[src/rtl/ir_assembler_if.sv]
// Handshake/bus bundle between the MDR, the instruction assembler and the decode stage.
// Carries replay/prev_ir only when IR_ASSEMBLER_SHADOW_EN is defined.
interface ir_assembler_if #(
    parameter int unsigned DATA_W    = 8,
    parameter int unsigned NUM_BYTES = 2,
    parameter int unsigned OPC_W     = 4
);
    localparam int unsigned IrW  = NUM_BYTES * DATA_W;
    localparam int unsigned IdxW = (NUM_BYTES > 1) ? $clog2(NUM_BYTES) : 1;

    logic              start;
    logic              load;
    logic [DATA_W-1:0] mdr_data;
    logic              consume;
    logic [IrW-1:0]    ir_out;
    logic [OPC_W-1:0]  opcode;
    logic [IrW-OPC_W-1:0] operand;
    logic              ir_valid;
    logic              busy;
    logic [IdxW-1:0]   byte_idx;
`ifdef IR_ASSEMBLER_SHADOW_EN
    logic              replay;
    logic [IrW-1:0]    prev_ir;
`endif

    modport master (
        output start, load, mdr_data, consume,
`ifdef IR_ASSEMBLER_SHADOW_EN
        output replay,
        input  prev_ir,
`endif
        input  ir_out, opcode, operand, ir_valid, busy, byte_idx
    );

    modport slave (
        input  start, load, mdr_data, consume,
`ifdef IR_ASSEMBLER_SHADOW_EN
        input  replay,
        output prev_ir,
`endif
        output ir_out, opcode, operand, ir_valid, busy, byte_idx
    );
endinterface

[src/rtl/ir_assembler.sv]
// Assembles NUM_BYTES big-endian MDR fetches into one instruction word, published atomically
// with a valid/consume handshake. Optional trap-replay shadow: define IR_ASSEMBLER_SHADOW_EN.
module ir_assembler #(
    parameter int unsigned DATA_W    = 8,
    parameter int unsigned NUM_BYTES = 2,
    parameter int unsigned OPC_W     = 4
) (
    input logic             clk,
    input logic             reset,
    ir_assembler_if.slave   bus
);
    localparam int unsigned   IrW     = NUM_BYTES * DATA_W;
    localparam int unsigned   IdxW    = (NUM_BYTES > 1) ? $clog2(NUM_BYTES) : 1;
    localparam logic [IdxW-1:0] LastIdx = IdxW'(NUM_BYTES - 1);

    typedef enum logic [1:0] {StIdle, StFill, StFull} state_e;

    state_e          state_q, state_d;
    logic [IdxW-1:0] idx_q, idx_d;
    logic [IrW-1:0]  asm_buf_q, asm_buf_d;
    logic [IrW-1:0]  ir_q, ir_d;
    logic [IrW-1:0]  last_word;
`ifdef IR_ASSEMBLER_SHADOW_EN
    logic [IrW-1:0]  prev_q, prev_d;
`endif

    // Final fetch always fills the least-significant byte.
    always_comb begin
        last_word                = asm_buf_q;
        last_word[DATA_W-1:0]    = bus.mdr_data;
    end

    always_comb begin
        state_d   = state_q;
        idx_d     = idx_q;
        asm_buf_d = asm_buf_q;
        ir_d      = ir_q;
`ifdef IR_ASSEMBLER_SHADOW_EN
        prev_d    = prev_q;
`endif
        unique case (state_q)
            StIdle: begin
                if (bus.start) begin
                    state_d   = StFill;
                    idx_d     = '0;
                    asm_buf_d = '0;
                end
`ifdef IR_ASSEMBLER_SHADOW_EN
                else if (bus.replay) begin
                    ir_d    = prev_q;
                    state_d = StFull;
                end
`endif
            end
            StFill: begin
                if (bus.start) begin
                    // Restart discards partial bytes and this cycle's fetch.
                    idx_d     = '0;
                    asm_buf_d = '0;
                end else if (bus.load) begin
                    if (idx_q == LastIdx) begin
                        ir_d      = last_word;
`ifdef IR_ASSEMBLER_SHADOW_EN
                        prev_d    = ir_q;
`endif
                        idx_d     = '0;
                        asm_buf_d = '0;
                        state_d   = StFull;
                    end else begin
                        for (int unsigned k = 0; k < NUM_BYTES; k++) begin
                            if (idx_q == IdxW'(k)) begin
                                asm_buf_d[(NUM_BYTES-1-k)*DATA_W +: DATA_W] = bus.mdr_data;
                            end
                        end
                        idx_d = idx_q + IdxW'(1);
                    end
                end
            end
            StFull: begin
                if (bus.consume) begin
                    state_d   = bus.start ? StFill : StIdle;
                    idx_d     = '0;
                    asm_buf_d = '0;
                end
            end
            default: state_d = StIdle;
        endcase
    end

    always_ff @(posedge clk or negedge reset) begin
        if (!reset) begin
            state_q   <= StIdle;
            idx_q     <= '0;
            asm_buf_q <= '0;
            ir_q      <= '0;
        end else begin
            state_q   <= state_d;
            idx_q     <= idx_d;
            asm_buf_q <= asm_buf_d;
            ir_q      <= ir_d;
        end
    end

`ifdef IR_ASSEMBLER_SHADOW_EN
    always_ff @(posedge clk or negedge reset) begin
        if (!reset) begin
            prev_q <= '0;
        end else begin
            prev_q <= prev_d;
        end
    end

    assign bus.prev_ir = prev_q;
`endif

    assign bus.ir_out   = ir_q;
    assign bus.opcode   = ir_q[IrW-1 -: OPC_W];
    assign bus.operand  = ir_q[IrW-OPC_W-1:0];
    assign bus.ir_valid = (state_q == StFull);
    assign bus.busy     = (state_q == StFill);
    assign bus.byte_idx = (state_q == StFill) ? idx_q : '0;

endmodule
[src/flat_wrapper.sv]
// flat-port wrapper written by rule: the top's interface ports become plain ports
module ir_assembler_flat 
#(
    parameter int unsigned DATA_W    = 8,
    parameter int unsigned NUM_BYTES = 2,
    parameter int unsigned OPC_W     = 4
)
  (clk, reset, bus_start, bus_load, bus_mdr_data, bus_consume, bus_ir_out, bus_opcode, bus_operand, bus_ir_valid, bus_busy, bus_byte_idx);
  ir_assembler_if #(.DATA_W(DATA_W), .NUM_BYTES(NUM_BYTES), .OPC_W(OPC_W)) bus_i ();
  input logic clk;
  input logic reset;
  input wire logic [$bits(bus_i.start)-1:0] bus_start;
  input wire logic [$bits(bus_i.load)-1:0] bus_load;
  input wire logic [$bits(bus_i.mdr_data)-1:0] bus_mdr_data;
  input wire logic [$bits(bus_i.consume)-1:0] bus_consume;
  output wire logic [$bits(bus_i.ir_out)-1:0] bus_ir_out;
  output wire logic [$bits(bus_i.opcode)-1:0] bus_opcode;
  output wire logic [$bits(bus_i.operand)-1:0] bus_operand;
  output wire logic [$bits(bus_i.ir_valid)-1:0] bus_ir_valid;
  output wire logic [$bits(bus_i.busy)-1:0] bus_busy;
  output wire logic [$bits(bus_i.byte_idx)-1:0] bus_byte_idx;
  assign bus_i.start = bus_start;
  assign bus_i.load = bus_load;
  assign bus_i.mdr_data = bus_mdr_data;
  assign bus_i.consume = bus_consume;
  assign bus_ir_out = bus_i.ir_out;
  assign bus_opcode = bus_i.opcode;
  assign bus_operand = bus_i.operand;
  assign bus_ir_valid = bus_i.ir_valid;
  assign bus_busy = bus_i.busy;
  assign bus_byte_idx = bus_i.byte_idx;
  ir_assembler #(.DATA_W(DATA_W), .NUM_BYTES(NUM_BYTES), .OPC_W(OPC_W)) u_core (.clk(clk), .reset(reset), .bus(bus_i));
endmodule
[config.mk]
export PLATFORM = sky130hd
export DESIGN_NAME = ir_assembler_flat
export DESIGN_NICKNAME = d
export VERILOG_FILES = /design/src/rtl/ir_assembler_if.sv /design/src/rtl/ir_assembler.sv /design/src/flat_wrapper.sv
export SDC_FILE = /design/constraint.sdc
export NUM_CORES = 1
export LEC_CHECK = 0
export ABC_AREA = 1
export ABC_CLOCK_PERIOD_IN_PS = 3300
export CAP_MARGIN = 40
export CORE_MARGIN = 4
export CORE_UTILIZATION = 45
export DETAILED_ROUTE_END_ITERATION = 12
export HOLD_SLACK_MARGIN = 0.12
export PLACE_DENSITY = 0.82
export SKIP_CTS_REPAIR_TIMING = 1
export SYNTH_ARGS = -nofsm -noshare
export SYNTH_HDL_FRONTEND = slang
export SYNTH_SLANG_ARGS = --single-unit
[constraint.sdc]
create_clock -name clk -period 3.3 [get_ports clk]
set_input_delay 0.495 -clock clk [delete_from_list [all_inputs] [get_ports clk]]
set_output_delay 0.495 -clock clk [all_outputs]
set_load 0.05 [all_outputs]
==> results.txt <==
- Result of the run: finished clean
- For this run, the leading register cell type out of synthesis is dfrtp_1.
- Multiplexer area fraction after synthesis: 0
* Post-Synthesis Mean Instance Area: 8.29 µm²
- Final sum of negative setup slack: 0 ns
- Entering global routing, the biggest net connects 18 pins.
- Placer Congestion: 0.816
- The min-delay analysis places its worst path in the category flop to flop.
- Largest family of logic cells by synthesized area: simple AND/OR/NAND/NOR gates
- Max stage delay on crit path: 0.82 ns
- For this run, asynchronously set or reset flops after synthesis account for 1.00.
- Area share of the leading cell type in the synthesized netlist: 0.512
- The die covers 0.00386 mm².
* Initial Utilization: 0.474
- Number of nets at the end of the flow: 205
* Element type at the critical path start: flop
- The largest individual stage delay along the critical path comes from the cell clkdlybuf4s50_1.
- The critical path in this run is classified as flop to primary output.
* DR iter-0 viols: 27
- Clock tree synthesis found a total of 27 sinks.
- Worst-Margin Slew: 0.672 ns
- Reg-to-reg endpoint: u_core.bus.ir_out[2]
- Port buffering added 47 buffers.
* Post-detailed-routing wire length: 2.89 mm
- Crit. End Element: primary output
- Worst Hold End: u_core.bus.ir_out[8]
* Clock transition at the registers of the reported paths: 0.16 ns
* Die H: 62.1 µm
- Dividing the final minimum period by the clock period gives 0.767.
- The largest total area in the synthesized netlist belongs to dfrtp_1.
* Global router's overall resource usage: 0.161
- Most frequently used cell type in the post-synthesis netlist: nand2_1
- CTS tree: yes
- For this run, design rule violations remaining after detail routing come to 0.
- In this run the power density over the cells is 1150 mW/mm².
- Hold timing on the final database bottoms out at a slack of 0.502 ns.
* EDFF count, synth: 0
- The finished cells cover 0.00172 mm².
- Detailed placement ended at an HPWL of 2.20 mm.
* Worst hold path depth: 2
- Maximum number of buffers from clock root to sink: 2
* #FFs+latches synth: 27
* Required arrival time at the worst endpoint: 2.80 ns
- Of the synthesized area, sequential elements account for 0.512.
- In this run the cell area measured after placement is 0.00169 mm².
- Cell types occupying the most area after synthesis: dfrtp_1, nand2_1, buf_4
- Antenna cells: 0
- The total area inside the core boundary comes to 0.00278 mm².
* Number of cells on the worst reg-to-reg path: 6
- The via count of the first global-routing pass came to 1131.
- In this run the number of H-tree levels came out at 1.
- Max frequency: 395 MHz
- The worst hold path begins at u_core.asm_buf_q[8].
- Maximum net fanout on the critical path: 10
* RSZ-0062 raised after global routing: false
- Number of cells produced by synthesis: 159
* Distinct cell type count after synthesis: 16
- In this run the register-to-register setup slack is 1.91 ns.
- The clock reaches the later pin of the worst-skew pair after 0.34 ns.
- Counting instances in the post-synthesis netlist gives the leading cell types as nand2_1, dfrtp_1, buf_4.
- Final period demand of the worst path: 2.53 ns
- During synthesis, Yosys emitted a total of 0 warnings.
- The number of antenna violations at the first check in global routing was 0.
- IR analysis of the VDD net gives a maximum drop of 0.785 mV.
* Chain of cells forming the critical path: clkinv_1, nor2_1, clkdlybuf4s50_1
- The first global-routing pass estimated 5.21 mm of wire.
- Setup violations remaining at the end of the flow were counted as 0.
- Compared with the post-synthesis result, the final layout area differs by 30.1%.
- In the routed layout, each cell is associated on average with a via count of 5.09.
* Fill count: 267
- Synthesized net count: 172
- Root cell of the clock tree: clkbuf_4
* Total standard cell area after synthesis: 0.00132 mm²
* Worst reg2reg path startpoint: u_core.state_q[1]
- Of the total synthesized cell area, the portion taken by AND, OR, NAND and NOR gates is 0.339.
- Row generation in the floorplan step produced 19 rows.
- Total clock buffers created by CTS: 3
* Cell leakage power: 0.862 nW
- Die Wd: 62.1 µm
- For this run, the detailed router's first-pass iteration total came to 4.
- Of the total synthesized cell area, the portion taken by XOR and XNOR cells is 0.
- Share of final-layout standard cells stronger than drive strength 1: 0.0733
- On the final layout, the worst clock skew is 0.0122 ns.
- The number of slew-limit violations in the final report came to 0.
- Max-capacitance violation count: 0
* WL per Instance: 13.0 µm
- 48 I/O pins were placed.
- Data arrival time at the worst-slack endpoint: 2.04 ns
- The routed layout has 1129 vias.
* Adder-cell share of the synthesized area: 0
* Worst slew margin relative to its limit: 0.551
* Total congestion overflow: 0
* Antenna-violating nets left: 0
* Synth Area in Compound Gates: 0.0104
- Final Hold Viols: 0
power by group:
part           total, mW  switching (mW)  leakage (nW)  internal [mW]
Clock              0.148           0.102        0.0139         0.0465
Sequential         0.548          0.0951         0.355          0.453
Combinational       1.28           0.894         0.493          0.382
placed cells by master (no fill, tap or decap):
master / synthesis / final
clkbuf_4: 0 / 3
nand2_1: 72 / 72
o21ai_2: 1 / 1
nand4_1: 1 / 1
dfrtp_1: 27 / 27
nor2_1: 10 / 10
inv_1: 2 / 2
clkinvlp_4: 0 / 1
nand3_2: 2 / 2
clkinv_1: 1 / 1
inv_2: 2 / 2
clkdlybuf4s50_1: 0 / 47
inv_4: 1 / 1
nand2_2: 2 / 2
nor2_8: 1 / 1
nand3_1: 16 / 16
buf_8: 0 / 1
a21oi_1: 1 / 1
kinds of logic after synthesis:
logic type	Yosys count
buffers and inverters	26
AOI/OAI and AO/OA	2
and+or+nand+nor	104
DFF	27
per-layer routing:
| metal | wire length (µm) | track usage |
|---|---|---|
| met5 | 0 | 0 |
| met4 | 68 | 0.0596 |
| met3 | 128 | 0.0342 |
| met2 | 1550 | 0.303 |
| met1 | 1140 | 0.171 |
per-stage QoR:
stage	setup slack (ns)	std cells	power, mW	util
2_1_floorplan	1.42	159	1.53	-
3_3_place_gp	1.23	217	1.81	0.601
3_5_place_dp	1.17	218	1.84	0.606
4_1_cts	0.766	222	1.99	0.617
5_1_grt	0.648	222	2.08	0.617
6_report	0.770	222	1.97	0.617
worst max path at each step:
stage	slack (ns)	from	cells after the start	endpoint
after CTS	0.77	u_core.idx_q	3	bus_byte_idx
after global routing	0.65	u_core.idx_q	3	bus_byte_idx
after floorplan	1.42	u_core.state_q[1]	4	bus_byte_idx
after global placement	1.23	u_core.state_q[1]	4	bus_byte_idx
after detailed placement	1.17	u_core.state_q[1]	4	bus_byte_idx
final	0.77	u_core.idx_q	3	bus_byte_idx
state kept, by name, summed over array words and instances (netlist names):
register and flops:
u_core.asm_buf_q 8, u_core.state_q 2, u_core.idx_q 1, u_core.bus.ir_out 16
critical path: cells and delay by family (launching register included):
kind	cells	cell delay (ns)
flops	1	0.43
buf+inv	2	1.08
simple gates	1	0.18
area by class of cell:
| type | count | area [µm²] | area share |
|---|---|---|---|
| Timing Repair Buffer | 48 | 485 | 0.283 |
| Clock inverter | 1 | 7.51 | 0.00438 |
| Multi-Input combinational cell | 106 | 460 | 0.268 |
| Inverter | 6 | 25.0 | 0.0146 |
| Tap cell | 31 | 38.8 | 0.0226 |
| Sequential cell | 27 | 676 | 0.394 |
| Clock buffer | 3 | 22.5 | 0.0131 |
(Power assumes the default switching activity.)
